<file path="src/rtl/uart_tx_fifo.sv">
// -----------------------------------------------------------------------------
// uart_tx_fifo
//
// Byte buffer and launch sequencer feeding the debug unit's UART transmitter.
// Bytes are pushed at full clock rate. One byte at a time is popped and handed
// to the transmitter with a single-cycle start pulse. The next byte is not
// launched until the transmitter's done flag has gone low (busy) and come back
// high (idle).
//
// Optional build macro: UART_TX_FIFO_OVF_EN
//   When defined, adds a sticky o_overflow flag that records any push attempted
//   while full, and an i_clr_ovf input that clears it.
//
// Parameters:
//   NBITS      data width per entry
//   ADDR_BITS  pointer width; depth is 2**ADDR_BITS entries
//
// Ports:
//   clk         clock
//   rst         asynchronous reset, active low
//   i_wr_en     push request
//   i_wr_data   byte to push
//   o_full      registered, occupancy == depth
//   o_empty     registered, occupancy == 0
//   o_count     registered occupancy, 0..depth
//   i_tx_done   transmitter idle flag (1 = idle)
//   o_tx_start  registered one-cycle launch pulse
//   o_tx_data   registered byte to transmitter, held until the next pop
//   o_overflow  sticky dropped-push flag   (UART_TX_FIFO_OVF_EN only)
//   i_clr_ovf   clears o_overflow          (UART_TX_FIFO_OVF_EN only)
// -----------------------------------------------------------------------------
module uart_tx_fifo #(
    parameter int NBITS     = 8,
    parameter int ADDR_BITS = 4
) (
    input  logic                 clk,
    input  logic                 rst,
    input  logic                 i_wr_en,
    input  logic [NBITS-1:0]     i_wr_data,
    output logic                 o_full,
    output logic                 o_empty,
    output logic [ADDR_BITS:0]   o_count,
    input  logic                 i_tx_done,
    output logic                 o_tx_start,
    output logic [NBITS-1:0]     o_tx_data
`ifdef UART_TX_FIFO_OVF_EN
    ,
    output logic                 o_overflow,
    input  logic                 i_clr_ovf
`endif
);

    localparam int                   DEPTH    = 1 << ADDR_BITS;
    localparam logic [ADDR_BITS:0]   FULL_CNT = {1'b1, {ADDR_BITS{1'b0}}};
    localparam logic [ADDR_BITS-1:0] PTR_ONE  = ADDR_BITS'(1);

    typedef enum logic [1:0] {
        IDLE      = 2'd0,
        LAUNCH    = 2'd1,
        WAIT_BUSY = 2'd2,
        WAIT_DONE = 2'd3
    } state_t;

    state_t               state_q, state_d;
    logic [NBITS-1:0]     mem_q [DEPTH];
    logic [ADDR_BITS-1:0] wr_ptr_q, wr_ptr_d;
    logic [ADDR_BITS-1:0] rd_ptr_q, rd_ptr_d;
    logic [ADDR_BITS:0]   count_q, count_d;
    logic                 full_q, full_d;
    logic                 empty_q, empty_d;
    logic                 tx_start_q, tx_start_d;
    logic [NBITS-1:0]     tx_data_q, tx_data_d;
    logic                 push;
    logic                 pop;

    // Acceptance uses the registered full flag, so a pop in the same edge
    // does not make room for a push while full.
    assign push = i_wr_en & ~full_q;

    // Launch sequencer: the pop happens on the IDLE->LAUNCH decision so the
    // byte and the start pulse appear together in the LAUNCH cycle.
    always_comb begin
        state_d = state_q;
        pop     = 1'b0;
        case (state_q)
            IDLE: begin
                if (!empty_q && i_tx_done) begin
                    state_d = LAUNCH;
                    pop     = 1'b1;
                end
            end
            LAUNCH:    state_d = WAIT_BUSY;
            WAIT_BUSY: if (!i_tx_done) state_d = WAIT_DONE;
            WAIT_DONE: if (i_tx_done)  state_d = IDLE;
            default:   state_d = IDLE;
        endcase
    end

    always_comb begin
        wr_ptr_d   = push ? wr_ptr_q + PTR_ONE : wr_ptr_q;
        rd_ptr_d   = pop  ? rd_ptr_q + PTR_ONE : rd_ptr_q;
        count_d    = count_q + (ADDR_BITS+1)'(push) - (ADDR_BITS+1)'(pop);
        full_d     = (count_d == FULL_CNT);
        empty_d    = (count_d == '0);
        tx_start_d = pop;
        tx_data_d  = pop ? mem_q[rd_ptr_q] : tx_data_q;
    end

    always_ff @(posedge clk or negedge rst) begin
        if (!rst) begin
            state_q    <= IDLE;
            wr_ptr_q   <= '0;
            rd_ptr_q   <= '0;
            count_q    <= '0;
            full_q     <= 1'b0;
            empty_q    <= 1'b1;
            tx_start_q <= 1'b0;
            tx_data_q  <= '0;
        end else begin
            state_q    <= state_d;
            wr_ptr_q   <= wr_ptr_d;
            rd_ptr_q   <= rd_ptr_d;
            count_q    <= count_d;
            full_q     <= full_d;
            empty_q    <= empty_d;
            tx_start_q <= tx_start_d;
            tx_data_q  <= tx_data_d;
        end
    end

    // Storage needs no reset; only entries between the pointers are ever read.
    always_ff @(posedge clk) begin
        if (push) begin
            mem_q[wr_ptr_q] <= i_wr_data;
        end
    end

    assign o_full     = full_q;
    assign o_empty    = empty_q;
    assign o_count    = count_q;
    assign o_tx_start = tx_start_q;
    assign o_tx_data  = tx_data_q;

`ifdef UART_TX_FIFO_OVF_EN
    logic ovf_q, ovf_d;

    // Set has priority over clear when both happen in the same edge.
    always_comb begin
        ovf_d = (i_wr_en & full_q) | (ovf_q & ~i_clr_ovf);
    end

    always_ff @(posedge clk or negedge rst) begin
        if (!rst) begin
            ovf_q <= 1'b0;
        end else begin
            ovf_q <= ovf_d;
        end
    end

    assign o_overflow = ovf_q;
`endif

endmodule

</file>
<file path="config.mk">
export PLATFORM = sky130hd
export DESIGN_NAME = uart_tx_fifo
export DESIGN_NICKNAME = d
export VERILOG_FILES = /design/src/rtl/uart_tx_fifo.sv
export SDC_FILE = /design/constraint.sdc
export NUM_CORES = 1
export LEC_CHECK = 0
export CORE_ASPECT_RATIO = 1.1
export CORE_MARGIN = 10
export CORE_UTILIZATION = 35
export CTS_CLUSTER_DIAMETER = 100
export DETAILED_ROUTE_END_ITERATION = 8
export DONT_BUFFER_PORTS = 1
export SYNTH_ARGS = -nofsm -noshare
export SYNTH_HDL_FRONTEND = slang
export SYNTH_SLANG_ARGS = --single-unit
</file>
<file path="constraint.sdc">
create_clock -name clk -period 5.1 [get_ports clk]
set_input_delay 1.02 -clock clk [delete_from_list [all_inputs] [get_ports clk]]
set_output_delay 1.02 -clock clk [all_outputs]
set_load 0.02 [all_outputs]
</file>
* Word level (Yosys, flattened, before mapping)
Memories as Yosys holds them, arrays and structs flattened. A register that Yosys moved wholly into a read port is not among the register bits. Index checks and enable logic that the tools add are counted.
Cells by class: add/sub/neg operators 4, equal/unequal tests 7, multiplexer cells 8, bitwise logic cells 2, reductions and logical operators 6
Operators with widths (number):
- adder 4 x 1 -> 4 bit, second input constant | 2
- one-hot mux 2 bit (4 select lines) | 1
- two-way mux 2 bit | 3
- != test 2 bit, second input constant | 3
- adder 5 x 1 -> 5 bit | 1
- == test 5 bit, second input constant | 1
- zero test 5 bit | 1
- subtractor 5 x 1 -> 5 bit | 1
- == test 2 bit, second input constant | 2
- two-way mux 1 bit | 4
- AND reduction 3 bit | 1
- == test 2 x 1 -> 1 bit, second input constant | 1
- zero test 1 bit | 2
- zero test 2 bit | 1
- bitwise AND 1 bit | 1
- logical AND 1 bit | 1
- NOT 1 bit | 1
Storage, ports and cells: register bits 18, memory bits (writable) 128, output and inout bits 16, word-level logic and storage cells 35, memories kept 1
Memories:
- mem_q | words 16, bits a word 8, read ports 1, clocked after Yosys merged registers in 1, write ports 1, line 65 | logic [NBITS-1:0] mem_q [DEPTH];

* Longest topological paths before layout
word-level depth 6, depth in mapped cells 13, gate-level depth less buffers 13

* Worst setup path after synthesis
OpenSTA, ideal clock, no wires.
path type input-to-reg, start point input i_tx_done, end point register empty_q (netlist: o_empty), library setup time 97 ps, data arrival time 3022 ps, data required time 5003 ps, path slack 1981 ps, stages 10, cell sequence nand3b_1 -> clkinv_1 -> ha_1 -> inv_1 -> ha_1 -> inv_1 -> fa_1 -> inv_1 -> or3_1 -> nor4_1
On the way: longest elaborated chain between the ends 5
Ends and longest elaborated chain:
- from (decl) | line 43 | input logic i_tx_done,
- logical AND 1 bit | line 87 | if (!empty_q && i_tx_done) begin
- two-way mux 1 bit | line 87
- two-way mux 1 bit | line 85 | case (state_q)
- named net pop | line 74 | logic pop;
- subtractor 5 x 1 -> 5 bit | line 102 | count_d = count_q + (ADDR_BITS+1)'(push) - (ADDR_BITS+1)'(pop);
- named net count_d[1] | line 68 | logic [ADDR_BITS:0] count_q, count_d;
- zero test 5 bit | line 104 | empty_d = (count_d == '0);
- named net empty_d | line 70 | logic empty_q, empty_d;
- to (signal assigned) | line 125 | empty_q <= empty_d;
- to (decl) | line 70
The timed path passes the listed nets, and every way through them passes these cells. A chain may end at the register's enable or synchronous reset.

* Worst setup path in the final report
start point register state_q[0], end point register empty_q (netlist: o_empty)
On the way: longest elaborated chain between the ends 4
Ends and longest elaborated chain:
- from (decl) | line 64 | state_t state_q, state_d;
- from (signal assigned) | line 120 | state_q <= state_d;
- zero test 2 bit | line 85
- two-way mux 1 bit | line 85
- named net pop | line 74
- subtractor 5 x 1 -> 5 bit | line 102
- named net count_d[1] | line 68
- zero test 5 bit | line 104
- named net empty_d | line 70
The timed path passes the listed nets, and every way through them passes these cells.

==> key figures <==
Drt
  • Vias per std cell: 4.906
  • Initial DRC Count: 184
  • Number of nets with antenna violations after detailed routing: 0
  • Routed via count: 2983
  • Detailed-route DRC error count: 0
  • Router iterations before antenna repair: 4
  • Wirelength, routed: 12090 microns
  • Mean routed wirelength per cell: 19.89 microns

Final layout
  • Antenna diode instance count: 0
  • Register cell area after layout: 4498 sq um
  • Final standard cell area without fillers: 7053 sq um
  • Multi-input logic area: 1609 sq um
  • Layout fillers: 1604
  • Area growth, synth to finish: 12.81%
  • Number of nets in the layout: 384
  • Layout cells sized above 1: 18.92%

Die
  • Width of the chip: 147.4 microns
  • Total Die Area: 23620 sq um
  • Die Ht: 160.2 microns
  • Starting density of the core: 35.50%
  • Number of placement rows: 51
  • Core Region: 17610 sq um
  • Num ports: 28

Global routing
  • Antenna violations before repair: 0
  • Wire length of the first global-routing pass: 18920 microns
  • Maximum number of pins on one net before global-route repair: 27
  • Via count of the first global-routing pass: 3137
  • Gr usage total: 10.66%
  • Grt total ovfl: 0

Worst setup path
  • Required time at the endpoint of the critical path: 5.40 ns
  • Endpoint type of the worst setup path: flip-flop
  • Startpoint class of the critical path: flip-flop
  • Register-to-Register Setup Slack: 1.99 ns
  • R2R cell count: 13
  • Cell occurring most often along the worst timing path: sky130_fd_sc_hd__inv_1
  • Reg-to-reg endpoint: o_empty$_DFF_PN1_
  • Delay of the slowest cell on the worst path: 0.47 ns
  • Cell type of the slowest stage on the worst timing path: sky130_fd_sc_hd__fa_1
  • CP Cell Sequence: inv_1 > ha_1 > nand3b_1 > buf_4 > clkinv_1 > ha_1 > inv_1 > ha_1 > inv_1 > fa_1 > inv_1 > or3_1 > nor4_1
  • Worst Path Arrival: 3.41 ns
  • Worst r2r src: state_q[0]$_DFFE_PN0P_
  • Category of the most critical setup path: flip-flop to flip-flop
  • Worst Path Max Fanout: 17

Logic synthesis
  • Primary FF master, synth: sky130_fd_sc_hd__edfxtp_1
  • Count of flip-flops with a built-in enable after synthesis: 128
  • List of most frequent post-synthesis cells: sky130_fd_sc_hd__edfxtp_1 (128), sky130_fd_sc_hd__mux4_2 (28), sky130_fd_sc_hd__dfrtp_1 (25)
  • Cell with the most instances after synthesis: sky130_fd_sc_hd__edfxtp_1
  • Count of state elements after synthesis: 154
  • Yosys top cell by area: sky130_fd_sc_hd__edfxtp_1
  • Netlist Area Pre-Place: 6252 sq um
  • Asr flop ratio synth: 16.88%
  • Distinct cell type count after synthesis: 43
  • Number of warning messages in the yosys log: 0
  • Post-Synthesis Cells: 347
  • Portion of the post-synthesis area used by sequential elements: 71.90%
  • Cells taking the most area after synthesis: sky130_fd_sc_hd__edfxtp_1 (61%), sky130_fd_sc_hd__mux4_2 (10%), sky130_fd_sc_hd__dfrtp_1 (10%)
  • Synthesized area divided by synthesized cell count: 18.02 sq um
  • Synthesized net count: 374
  • Post-synth top area share: 61.48%

STA
  • Tightest slew margin relative to the limit: 31.43%
  • Clock Skews: 0.007388 ns
  • Final period utilization: 60.95%
  • Worst Hold Slack: 0.3054 ns
  • Hold Fails Final Rpt: 0
  • Final count of negative-setup-slack endpoints: 0
  • Actual slew at the worst max-slew pin: 1.025 ns
  • Pins Over Slew Limit: 0
  • RSZ-0062 raised after global routing: no
  • Peak clock frequency supported by timing: 321.7 MHz
  • Setup tns final: 0 ns
  • Shortest period the worst path allows: 3.109 ns

Power and ir drop
  • Pleak: 2.378 nW
  • Peak supply drop: 0.2598 mV
  • Net switching component of the power: 0.001254 W
  • Part of the total power dissipated in the clock network: 28.5%
  • Switching share of total power: 31.42%
  • Combinational share of power: 25.2%
  • Sequential fraction of design power: 46.3%
  • Cell area power density: 565.9 nW/um^2
  • Power after layout: 0.003991 W
  • Internal Power: 0.002737 W

Placement
  • Detailed placer's ending HPWL: 7933 microns
  • Buffers added on ports: 0
  • Placed instance area: 6514 sq um
  • Weighted congestion reported at the end of routability-driven placement: 0.7367

CTS
  • Root Driver: sky130_fd_sc_hd__clkbuf_16
  • Clock insertion delay at the later pin of the skew report: 0.40 ns
  • TritonCTS clock tree: done
  • CTS Hold Bufs: 0
  • Total CTS buffers: 17
  • Maximum number of buffers from clock root to sink: 2
  • Clock H-tree levels: 4
  • Post-CTS setup buffer count: 0
  • Clock-pin slew on the worst setup and hold paths: 0.06 ns
  • Clk sinks: 154
  • PostCTS Resize Cnt: 0

Flow run
  • Max-capacitance violation count: 0

Min path
  • Hold/Removal Path Class: input pin to asynchronous set/reset pin

Status
  • Result of the run: completed
per-layer routing:
metal | vias up | GRT usage (%) | share of wire (%)
met2 | 45 | 17.82 | 52
met1 | 1574 | 12.53 | 44
met3 | 4 | 2.883 | 3.4
met5 | - | 0 | 0
met4 | 0 | 4.779 | 0.84
li1 | 1360 | - | -
kinds of logic (layout without fill, tap and decap cells):
logic type                 count (synthesis)  count (layout)  synth area share (%)
DFF                                      154             154                 71.90
and+or+nand+nor                           65              65                 4.903
muxes                                     50              50                 13.69
buffers and inverters                     31              54                 2.441
AOI/OAI and AO/OA                         23              23                 2.682
adders and majority gates                 15              15                 3.122
xor gates and xnor gates                   9               9                 1.261
registers in the layout, summed over array words and instances, names as in the netlist, 2 cells and up:
signal	flops
mem_q	128
state_q	2
wr_ptr_q	4
o_tx_data	8
rd_ptr_q	4
o_count	5
stage by stage:
stage | worst slack, ns | std cells | util, %
2_1_floorplan | 1.981 | 347 | -
3_3_place_gp | 1.777 | 576 | 36.98
3_5_place_dp | 1.682 | 576 | 36.98
4_1_cts | 2.008 | 608 | 40.05
5_1_grt | 1.765 | 608 | 40.05
6_report | 1.991 | 608 | 40.05
final cells by class:
class                      count  area share [%]
clock inverter                11           1.401
multi-input combinational    162           22.81
clock buffer                  21           6.244
timing repair buffer           7          0.7451
sequential                   154           63.78
inverter                      15          0.7983
tap                          238           4.222
how the worst max path moves through the flow:
stage	start	endpoint	slack (ns)	depth (start not counted)
3_3_place_gp	i_tx_done	o_empty$_DFF_PN1_	1.78	11
5_1_grt	state_q[0]$_DFFE_PN0P_	o_full$_DFF_PN0_	1.76	14
4_1_cts	state_q[0]$_DFFE_PN0P_	o_full$_DFF_PN0_	2.01	14
6_report	state_q[0]$_DFFE_PN0P_	o_empty$_DFF_PN1_	1.99	13
2_1_floorplan	i_tx_done	o_empty$_DFF_PN1_	1.98	10
3_5_place_dp	i_wr_en	o_full$_DFF_PN0_	1.68	11
power groups by stage:
stage | Clock, W | Combinational (W) | Sequential [W]
floorplan | 0 | 0.000915 | 0.00173
global placement | 0 | 0.00100 | 0.00188
detailed placement | 0 | 0.00102 | 0.00188
CTS | 0.00117 | 0.00103 | 0.00186
global route | 0.00122 | 0.00113 | 0.00188
finish | 0.00114 | 0.00101 | 0.00185
worst max-delay path: cells and delay by family (launching register included):
family	cells	cell delay, ns
DFF	1	0.35
adders and majority gates	4	1.20
and+or+nand+nor	3	0.71
buffers and inverters	6	0.75
cells in the final DEF, fill, tap and decap left out, types with 4 or more instances in the layout:
cell type,n
sky130_fd_sc_hd__mux2_2,4
sky130_fd_sc_hd__a21oi_1,4
sky130_fd_sc_hd__edfxtp_1,128
sky130_fd_sc_hd__inv_1,14
sky130_fd_sc_hd__ha_1,14
sky130_fd_sc_hd__clkinvlp_4,7
sky130_fd_sc_hd__clkbuf_1,4
sky130_fd_sc_hd__dfrtp_1,23
sky130_fd_sc_hd__nor2_1,22
sky130_fd_sc_hd__a211o_1,4
sky130_fd_sc_hd__xnor2_1,8
sky130_fd_sc_hd__clkbuf_16,17
sky130_fd_sc_hd__o21ai_0,4
sky130_fd_sc_hd__nand2_1,15
sky130_fd_sc_hd__mux4_2,28
sky130_fd_sc_hd__nor3_1,8
sky130_fd_sc_hd__buf_4,7
sky130_fd_sc_hd__mux2i_1,18
Note: power is estimated with default switching activity, not from simulation.
